==> src/rtl/cmd_pts_wrapper_if.sv <==
// rtl/cmd_pts_wrapper_if.sv - command/handshake bundle between CMD serializer and its controller
interface cmd_pts_wrapper_if;
    logic        enable_pts_wrapper;
    logic        load_send;
    logic [5:0]  cmd_index;
    logic [31:0] cmd_argument;
    logic        cmd_out;
    logic        transmission_complete;

    modport master (
        output enable_pts_wrapper,
        output load_send,
        output cmd_index,
        output cmd_argument,
        input  cmd_out,
        input  transmission_complete
    );

    modport slave (
        input  enable_pts_wrapper,
        input  load_send,
        input  cmd_index,
        input  cmd_argument,
        output cmd_out,
        output transmission_complete
    );
endinterface

==> src/rtl/cmd_pts_wrapper.sv <==
// rtl/cmd_pts_wrapper.sv - parallel-to-serial SD command framer with CRC7 and end bit
module cmd_pts_wrapper #(
    parameter int FRAME_BITS = 48,
    parameter int CRC_BITS   = 7
) (
    input  logic              sd_clock,
    input  logic              reset,
    input  logic              reset_wrapper,
    cmd_pts_wrapper_if.slave  bus
);

    // Start bit + transmission bit + index + argument; CRC and end bit follow.
    localparam int PAYLOAD_BITS = FRAME_BITS - CRC_BITS - 1;

    localparam logic [5:0]          PAYLOAD_END = 6'(PAYLOAD_BITS);
    localparam logic [5:0]          FRAME_LAST  = 6'(FRAME_BITS - 1);
    localparam logic [CRC_BITS-1:0] CRC_POLY    = CRC_BITS'(7'h09);

    typedef enum logic [1:0] {
        IDLE = 2'd0,
        LOAD = 2'd1,
        SEND = 2'd2,
        DONE = 2'd3
    } state_t;

    state_t                  state_q, state_d;
    logic [5:0]              cnt_q, cnt_d;
    logic [PAYLOAD_BITS-1:0] shift_q, shift_d;
    logic [CRC_BITS-1:0]     crc_q, crc_d;
    logic                    cmd_out_q, cmd_out_d;
    logic                    done_q, done_d;

    // One serial CRC7 step (x^7 + x^3 + 1) for a single payload bit.
    function automatic logic [CRC_BITS-1:0] crc_step(input logic [CRC_BITS-1:0] crc,
                                                     input logic bit_in);
        logic fb;
        fb = crc[CRC_BITS-1] ^ bit_in;
        return {crc[CRC_BITS-2:0], 1'b0} ^ (fb ? CRC_POLY : '0);
    endfunction

    // Next-state and serial output: payload MSB first, then CRC, then end bit.
    always_comb begin
        state_d   = state_q;
        cnt_d     = cnt_q;
        shift_d   = shift_q;
        crc_d     = crc_q;
        cmd_out_d = cmd_out_q;
        done_d    = done_q;

        if (!bus.enable_pts_wrapper) begin
            // Disabling throws away whatever frame was in flight.
            state_d   = IDLE;
            cnt_d     = '0;
            shift_d   = '0;
            crc_d     = '0;
            cmd_out_d = 1'b1;
            done_d    = 1'b0;
        end else begin
            case (state_q)
                IDLE: begin
                    cmd_out_d = 1'b1;
                    done_d    = 1'b0;
                    // A send request with nothing loaded is ignored.
                    if (!bus.load_send) begin
                        shift_d = {1'b0, 1'b1, bus.cmd_index, bus.cmd_argument};
                        crc_d   = '0;
                        cnt_d   = '0;
                        state_d = LOAD;
                    end
                end
                LOAD: begin
                    cmd_out_d = 1'b1;
                    if (!bus.load_send) begin
                        shift_d = {1'b0, 1'b1, bus.cmd_index, bus.cmd_argument};
                    end else begin
                        state_d = SEND;
                    end
                end
                SEND: begin
                    // load_send low pauses the frame with every register held.
                    if (bus.load_send) begin
                        cnt_d = cnt_q + 6'd1;
                        if (cnt_q < PAYLOAD_END) begin
                            cmd_out_d = shift_q[PAYLOAD_BITS-1];
                            shift_d   = {shift_q[PAYLOAD_BITS-2:0], 1'b0};
                            crc_d     = crc_step(crc_q, shift_q[PAYLOAD_BITS-1]);
                        end else if (cnt_q < FRAME_LAST) begin
                            // CRC is complete here; shift it out MSB first.
                            cmd_out_d = crc_q[CRC_BITS-1];
                            crc_d     = {crc_q[CRC_BITS-2:0], 1'b0};
                        end else begin
                            cmd_out_d = 1'b1;
                            done_d    = 1'b1;
                            state_d   = DONE;
                        end
                    end
                end
                DONE: begin
                    cmd_out_d = 1'b1;
                    done_d    = 1'b1;
                end
                default: begin
                    state_d   = IDLE;
                    cmd_out_d = 1'b1;
                    done_d    = 1'b0;
                end
            endcase
        end
    end

    // State register; either reset source wins over everything else.
    always_ff @(posedge sd_clock) begin
        if (reset || reset_wrapper) begin
            state_q   <= IDLE;
            cnt_q     <= '0;
            shift_q   <= '0;
            crc_q     <= '0;
            cmd_out_q <= 1'b1;
            done_q    <= 1'b0;
        end else begin
            state_q   <= state_d;
            cnt_q     <= cnt_d;
            shift_q   <= shift_d;
            crc_q     <= crc_d;
            cmd_out_q <= cmd_out_d;
            done_q    <= done_d;
        end
    end

    assign bus.cmd_out               = cmd_out_q;
    assign bus.transmission_complete = done_q;

endmodule

==> src/flat_wrapper.sv <==
// flat-port wrapper written by rule: the top's interface ports become plain ports
module cmd_pts_wrapper_flat 
#(
    parameter int FRAME_BITS = 48,
    parameter int CRC_BITS   = 7
)
  (sd_clock, reset, reset_wrapper, bus_enable_pts_wrapper, bus_load_send, bus_cmd_index, bus_cmd_argument, bus_cmd_out, bus_transmission_complete);
  cmd_pts_wrapper_if bus_i ();
  input  logic sd_clock;
  input  logic reset;
  input  logic reset_wrapper;
  input wire logic [$bits(bus_i.enable_pts_wrapper)-1:0] bus_enable_pts_wrapper;
  input wire logic [$bits(bus_i.load_send)-1:0] bus_load_send;
  input wire logic [$bits(bus_i.cmd_index)-1:0] bus_cmd_index;
  input wire logic [$bits(bus_i.cmd_argument)-1:0] bus_cmd_argument;
  output wire logic [$bits(bus_i.cmd_out)-1:0] bus_cmd_out;
  output wire logic [$bits(bus_i.transmission_complete)-1:0] bus_transmission_complete;
  assign bus_i.enable_pts_wrapper = bus_enable_pts_wrapper;
  assign bus_i.load_send = bus_load_send;
  assign bus_i.cmd_index = bus_cmd_index;
  assign bus_i.cmd_argument = bus_cmd_argument;
  assign bus_cmd_out = bus_i.cmd_out;
  assign bus_transmission_complete = bus_i.transmission_complete;
  cmd_pts_wrapper #(.FRAME_BITS(FRAME_BITS), .CRC_BITS(CRC_BITS)) u_core (.sd_clock(sd_clock), .reset(reset), .reset_wrapper(reset_wrapper), .bus(bus_i));
endmodule
==> config.mk <==
export PLATFORM = sky130hd
export DESIGN_NAME = cmd_pts_wrapper_flat
export DESIGN_NICKNAME = d
export VERILOG_FILES = /design/src/rtl/cmd_pts_wrapper_if.sv /design/src/rtl/cmd_pts_wrapper.sv /design/src/flat_wrapper.sv
export SDC_FILE = /design/constraint.sdc
export NUM_CORES = 1
export LEC_CHECK = 0
export CAP_MARGIN = 0
export CORE_MARGIN = 10
export CORE_UTILIZATION = 54
export CTS_BUF_LIST = sky130_fd_sc_hd__clkbuf_2 sky130_fd_sc_hd__clkbuf_4 sky130_fd_sc_hd__clkbuf_8
export DETAILED_ROUTE_END_ITERATION = 6
export GPL_TIMING_DRIVEN = 1
export MAX_ROUTING_LAYER = met4
export PLACE_DENSITY = 0.85
export SLEW_MARGIN = 20
export SYNTH_ARGS = -nofsm -noshare
export SYNTH_HDL_FRONTEND = slang
export SYNTH_SLANG_ARGS = --single-unit
==> constraint.sdc <==
create_clock -name sd_clock -period 2.9 [get_ports sd_clock]
set_clock_uncertainty 0.2 [all_clocks]
set_input_delay 0.29 -clock sd_clock [delete_from_list [all_inputs] [get_ports sd_clock]]
set_output_delay 0.29 -clock sd_clock [all_outputs]
set_load 0.05 [all_outputs]
### After elaboration in Yosys (flattened, before gate mapping)

Cells that the tools add are included.

| storage, ports and cells | value |
|---|---|
| register bits after elaboration | 57 |
| latch bits | 0 |
| memory bits (writable) | 0 |
| bits in read-only memories | 0 |
| input port bits | 43 |
| memories | 0 |

| cells by class | value |
|---|---|
| add/sub/neg operators | 1 |
| multiply operators | 0 |
| divide/modulo/power cells | 0 |
| order comparisons | 2 |
| equality and inequality tests | 11 |
| shift-type cells | 0 |
| multiplexer cells | 27 |
| bitwise operators | 3 |
| reduce and logical (&&, ||, !) cells | 14 |

Operators with widths:

| operator | count |
|---|---|
| 2-to-1 mux 40 bit | 3 |
| one-hot mux 40 bit (2 select lines) | 1 |
| 2-to-1 mux 7 bit | 4 |
| one-hot mux 7 bit (2 select lines) | 1 |
| < comparator 6 bit, second input constant | 2 |
| 2-to-1 mux 6 bit | 2 |
| != test 2 bit, second input constant | 6 |
| one-hot mux 6 bit (2 select lines) | 1 |
| AND reduction 4 bit | 3 |
| 2-to-1 mux 2 bit | 5 |
| bitwise XOR 7 bit | 1 |
| adder 6 x 1 -> 6 bit, second input constant | 1 |
| 2-to-1 mux 1 bit | 6 |
| one-hot mux 2 bit (3 select lines) | 1 |
| AND reduction 6 bit | 1 |
| nonzero test 3 bit | 2 |
| == test 2 bit, second input constant | 2 |
| 2-to-1 mux 4 bit | 1 |
| nonzero test 2 bit | 2 |
| OR reduction 2 bit | 2 |
| != test 3 x 1 -> 1 bit, second input constant | 1 |
| one-hot mux 1 bit (3 select lines) | 1 |
| AND reduction 3 bit | 1 |
| OR reduction 3 bit | 1 |
| other kinds (7) | 7 |

### Longest topological paths before layout

Gate-level depths: netlist (run 1).

| depth | value |
|---|---|
| word-level depth | 6 |
| depth in mapped cells | 8 |
| gate-level depth less buffers | 6 |

### Worst setup path after synthesis (run 1)

No wires, ideal clock.

| timing | value |
|---|---|
| kind | register to register |
| start | register u_core.state_q[0] |
| end | register u_core.shift_q[20] |
| arrival time | 1.922 ns |
| data required time | 2.554 ns |
| path slack | 0.632 ns |
| cell stages (with the launch flop) | 8 |
| period minus slack after synthesis | 2.268 ns |
| cell sequence | dfxtp_1 > inv_1 > ha_1 > or3b_4 > a221oi_4 > buf_6 > buf_6 > a211oi_2 |

| on the way | value |
|---|---|
| word-level cells in the longest chain between the ends | 4 |
| elaborated cells on any way between the ends | 10 |
| classes of those cells | eq/ne: 5; mux: 1; reduce/logical: 4 |

Ends and longest elaborated chain:

| what | RTL line | source |
|---|---|---|
| start, declared | cmd_pts_wrapper.sv:26 | `state_t state_q, state_d;` |
| start signal, assigned | cmd_pts_wrapper.sv:121 | `state_q <= state_d;` |
| == test 2 x 1 -> 1 bit / zero test 2 bit (equally long branches) | cmd_pts_wrapper.sv:59 | `case (state_q)` |
| OR reduction 2 bit (no line) | -- |  |
| != test 2 bit (no line) / nonzero test 2 bit (equally long branches) | -- |  |
| AND reduction 4 bit (no line) | -- |  |
| end signal, assigned | cmd_pts_wrapper.sv:123 | `shift_q <= shift_d;` |
| end, declared | cmd_pts_wrapper.sv:28 | `logic [PAYLOAD_BITS-1:0] shift_q, shift_d;` |

Parallel ways exist; a longest one is shown, timed or not.
A chain may end at the register's enable or synchronous reset.

### Worst setup path after layout (run 1)

| timing | value |
|---|---|
| start | register u_core.state_q[0] |
| end | register u_core.crc_q[5] |

| on the way | value |
|---|---|
| word-level cells in the longest chain between the ends | 3 |
| elaborated cells on any way between the ends | 8 |
| classes of those cells | eq/ne: 4; mux: 1; reduce/logical: 3 |

Ends and longest elaborated chain:

| what | RTL line | source |
|---|---|---|
| == test 2 bit / zero test 2 bit (equally long branches) | cmd_pts_wrapper.sv:59 |  |
| != test 3 x 1 -> 1 bit (no line), or another cell as far along | -- |  |
| AND reduction 4 bit (no line) | -- |  |
| end signal, assigned | cmd_pts_wrapper.sv:124 | `crc_q <= crc_d;` |
| end, declared | cmd_pts_wrapper.sv:29 | `logic [CRC_BITS-1:0] crc_q, crc_d;` |

Parallel ways exist; a longest one is shown, timed or not.

==> results of run 1 <==
power by group:
group / internal [mW] / switching [mW]
registers: 0.798 / 0.00824
logic: 0.0943 / 0.0941
clock network: 0.562 / 0.317
path summary, 6_finish.rpt:
path	end
setup / recovery	u_core.crc_q[5]$_SDFFE_PP0P_
hold / removal	u_core.shift_q[0]$_SDFFE_PP0P_
setup reg to reg	u_core.crc_q[5]$_SDFFE_PP0P_
hold reg to reg	u_core.shift_q[0]$_SDFFE_PP0P_
registers in the layout, summed over array words and instances, names as in the netlist:
signal / count
u_core.shift_q: 40
u_core.crc_q: 7
u_core.cnt_q: 6
u_core.state_q: 2
u_core.bus.cmd_out: 1
u_core.bus.transmission_complete: 1
worst min-delay path, cell delays in order, from the launching register on:
cell     delay [ps]
dfxtp_1         310
nand2_1          60
o21ai_1          50
metrics by stage:
stage | util, % | worst slack (ps) | hold slack [ps] | instances
2_1_floorplan | - | 632 | 228 | 293
3_5_place_dp | 65.0 | 380 | 249 | 390
5_1_grt | 69.4 | 74.4 | 280 | 405
6_report | 69.4 | 316 | 262 | 405
3_3_place_gp | 65.0 | 428 | 244 | 390
4_1_cts | 69.4 | 314 | 263 | 405
synthesized netlist by cell type (all sizes together) (2+ instances only):
cell and number:
nand2 15, xnor2 4, nor3 2, clkbuf 9
ha 6, o21ai 6, mux2i 39, buf 15
and2 2, nand3b 3, dfxtp 57, a21oi 12
inv 2, a22oi 2, nor2 45, or3b 2
nand3 11, o22ai 2, a211oi 38
metal layers:
layer	vias to the layer above	track usage [%]	routed length, microns
met2	45	22.9	2910
met4	0	7.72	123
met3	11	3.44	217
met1	1045	17.5	2900
met5	-	-	0
li1	1136	-	-
final cells by class:
cell class	instances	area, sq um	share of cell area, %
clock inverters	6	108	2.98
well taps	70	87.6	2.42
flip-flops and latches	57	1140	31.6
inverters	2	7.51	0.208
multi-input cells	210	1640	45.4
repair buffers	51	505	14.0
clock buffers	9	124	3.43
kinds of logic (layout without fill, tap and decap cells):
family                   Yosys count  after routing  synth area share (%)
AND/OR/NAND/NOR                   91             91                  14.9
AO/OA/AOI/OAI                     69             69                  23.2
flip-flops                        57             57                  38.7
multiplexers                      40             40                  13.6
buffers and inverters             26             68                  5.94
adder cells (fa/ha/maj)            6              6                  2.54
XOR/XNOR                           4              4                  1.19
layout by cell type (no fill, tap or decap), types with 2 or more instances in the layout:
cell type        count
bufinv_16            3
a211oi_2            37
dfxtp_1             57
o22ai_1              2
o21ai_0              5
a22oi_1              2
inv_1                2
and2_1               2
nor2_1              44
clkdlybuf4s50_1     44
clkinv_2             2
nand3_1             11
mux2i_1             39
nor3_1               2
ha_1                 5
a21oi_1             12
buf_4                6
clkbuf_8             9
nand2_1             14
nand3b_1             3
xnor2_1              4
==> metrics.txt, run 1 <==
# TYPE chip_impl_metric gauge
chip_impl_metric{name="drt_first_iter_violations",unit=""} 108
chip_impl_metric{name="drc",unit=""} 0
chip_impl_info{name="timing.critical_path.cells",value="inv_1 > ha_2 > buf_4 > nand3b_1 > a21oi_1 > nand3_1 > a21oi_1"} 1
chip_impl_metric{name="post_synth_instance_area",unit="sq um"} 2950
chip_impl_metric{name="ctsLongestPathBuffers",unit=""} 2
chip_impl_metric{name="finalHoldViolations",unit=""} 0
chip_impl_metric{name="resized_cells_post_cts",unit=""} 0
chip_impl_metric{name="critical_path_depth",unit=""} 7
chip_impl_metric{name="pwr_density_cell",unit="nW/um^2"} 519
chip_impl_info{name="main_flop_type_after_synthesis",value="dfxtp_1"} 1
chip_impl_metric{name="synth_sequential_area_ratio",unit="%"} 38.7
chip_impl_metric{name="core-area",unit="sq um"} 5200
chip_impl_info{name="clk_root_buffer_cell",value="clkbuf_8"} 1
chip_impl_metric{name="drive_above_1_share",unit="%"} 21.5
chip_impl_info{name="crit_path_start_kind",value="register"} 1
chip_impl_metric{name="synthesized_net_count",unit=""} 342
chip_impl_metric{name="holdBufCountCts",unit=""} 0
chip_impl_metric{name="critical-path-max-stage-delay",unit="ps"} 490
chip_impl_metric{name="groute.usage.overall",unit="%"} 14.8
chip_impl_metric{name="final_area",unit="sq um"} 3610
chip_impl_metric{name="grt_remaining_overflow",unit=""} 0
chip_impl_metric{name="die_width",unit="microns"} 93.9
chip_impl_metric{name="p_leak",unit="nW"} 1.18
chip_impl_metric{name="crit_required",unit="ps"} 2960
chip_impl_info{name="holdCritStartpoint",value="u_core.shift_q[0]$_SDFFE_PP0P_"} 1
chip_impl_info{name="status",value="completed"} 1
chip_impl_metric{name="netlist-cell-type-count",unit=""} 47
chip_impl_metric{name="total_die_area",unit="sq um"} 8820
chip_impl_metric{name="layout.nets",unit=""} 380
chip_impl_metric{name="vdd.ir_drop.worst",unit="uV"} 393
chip_impl_info{name="crit-reg2reg-launch",value="u_core.state_q[0]$_SDFFE_PP0P_"} 1
chip_impl_info{name="grt_setup_unrepaired",value="no"} 1
chip_impl_info{name="start_point_of_the_critical_path",value="u_core.state_q[0]$_SDFFE_PP0P_"} 1
chip_impl_metric{name="hpwlAfterDp",unit="microns"} 4180
chip_impl_info{name="crit_path_top_delay_cell",value="buf_4"} 1
chip_impl_info{name="synth.top_cells.by_area",value="dfxtp_1 39%, a211oi_2 16%, mux2i_1 13%, nor2_1 5.6%, buf_6 3.1%"} 1
chip_impl_metric{name="max_slew.worst_pin.slew",unit="ps"} 577
chip_impl_metric{name="nFillCells",unit=""} 434
chip_impl_metric{name="io_buffer_count",unit=""} 44
chip_impl_metric{name="timing.reg2reg.setup_slack",unit="ps"} 320
chip_impl_metric{name="grt_pass1_vias",unit=""} 2251
chip_impl_info{name="critPathCaptureType",value="register"} 1
chip_impl_metric{name="global_route_wire_length_before_repair",unit="microns"} 10300
chip_impl_metric{name="worst-path-max-fanout",unit=""} 34
chip_impl_metric{name="route.detailed.vias_per_inst",unit=""} 5.52
chip_impl_metric{name="clkSinkCount",unit=""} 57
chip_impl_metric{name="numCtsBuffers",unit=""} 9
chip_impl_metric{name="ys_warn_count",unit=""} 0
chip_impl_metric{name="synth_top_area_share",unit="%"} 38.7
chip_impl_metric{name="dieHeight",unit="microns"} 93.9
chip_impl_metric{name="synth.ff_latch_count",unit=""} 57
chip_impl_metric{name="crit_arrival",unit="ps"} 2640
chip_impl_metric{name="detailroute.via_count",unit=""} 2237
chip_impl_metric{name="rows",unit=""} 26
chip_impl_metric{name="timing.max_slew.rel_slack",unit="%"} 61.3
chip_impl_metric{name="worst-r2r-cell-count",unit=""} 7
chip_impl_metric{name="cts-htree-levels",unit=""} 3
chip_impl_metric{name="number_of_synthesized_flops_with_an_enable_pin",unit=""} 0
chip_impl_info{name="synth_area_leader_cell",value="dfxtp_1"} 1
chip_impl_metric{name="hold_path_depth",unit=""} 2
chip_impl_metric{name="finalSetupViolations",unit=""} 0
chip_impl_metric{name="postRouteAntennaNets",unit=""} 0
chip_impl_metric{name="ys_async_rst_share",unit="%"} 0
chip_impl_metric{name="period_needed",unit="ps"} 2580
chip_impl_info{name="worst_hold_path_type",value="reg2reg"} 1
chip_impl_info{name="crit_family",value="buffers and inverters"} 1
chip_impl_info{name="cts_tree",value="done"} 1
chip_impl_metric{name="grt_start_max_net_pins",unit=""} 78
chip_impl_metric{name="flow.area_growth_from_synthesis",unit="%"} 22.4
chip_impl_metric{name="avgSynthCellArea",unit="sq um"} 10.1
chip_impl_metric{name="timing.critical_path.buf_inv",unit=""} 2
chip_impl_metric{name="post_cts_buffers",unit=""} 0
chip_impl_metric{name="clock_insertion_delay_worst_skew",unit="ps"} 330
chip_impl_metric{name="route.final.wire_length",unit="microns"} 6150
chip_impl_metric{name="cap_viol_max_count",unit=""} 0
chip_impl_metric{name="design.portCount",unit=""} 45
chip_impl_metric{name="place_area",unit="sq um"} 3380
chip_impl_metric{name="finalWeightedCongestion",unit=""} 0.788
chip_impl_metric{name="finalMaxSlewViolations",unit=""} 0
chip_impl_info{name="cp_common_cell",value="a21oi_1"} 1
chip_impl_metric{name="maxClockFrequency",unit="MHz"} 387
chip_impl_metric{name="tns",unit="ps"} 0
chip_impl_metric{name="initial_utilization",unit="%"} 56.7
chip_impl_metric{name="post-route-period-util",unit="%"} 89.1
chip_impl_metric{name="detailedRoute.firstPassIterationCount",unit=""} 4
chip_impl_metric{name="antenna_violations_before_repair",unit=""} 0
chip_impl_metric{name="synthCells",unit=""} 293
chip_impl_metric{name="route.detailed.wl_per_inst",unit="microns"} 15.2
chip_impl_info{name="worst-setup-path-type",value="reg2reg"} 1
chip_impl_metric{name="worst_setup_hold_path_clk_slew",unit="ps"} 60
chip_impl_metric{name="diodes",unit=""} 0
chip_impl_metric{name="post-layout-total-power",unit="mW"} 1.87
No activity file was read; power rests on OpenSTA's default activity.
==> inputs of run 2 (changes only) <==
--- a/config.mk
+++ b/config.mk
@@ -9,6 +9,7 @@
 export CORE_MARGIN = 10
 export CORE_UTILIZATION = 54
 export CTS_BUF_LIST = sky130_fd_sc_hd__clkbuf_2 sky130_fd_sc_hd__clkbuf_4 sky130_fd_sc_hd__clkbuf_8
+export CTS_CLUSTER_DIAMETER = 50
 export DETAILED_ROUTE_END_ITERATION = 6
 export GPL_TIMING_DRIVEN = 1
 export MAX_ROUTING_LAYER = met4
==> results of run 2 <==
Final layout, timing and power as in run 1 (identical DEF).
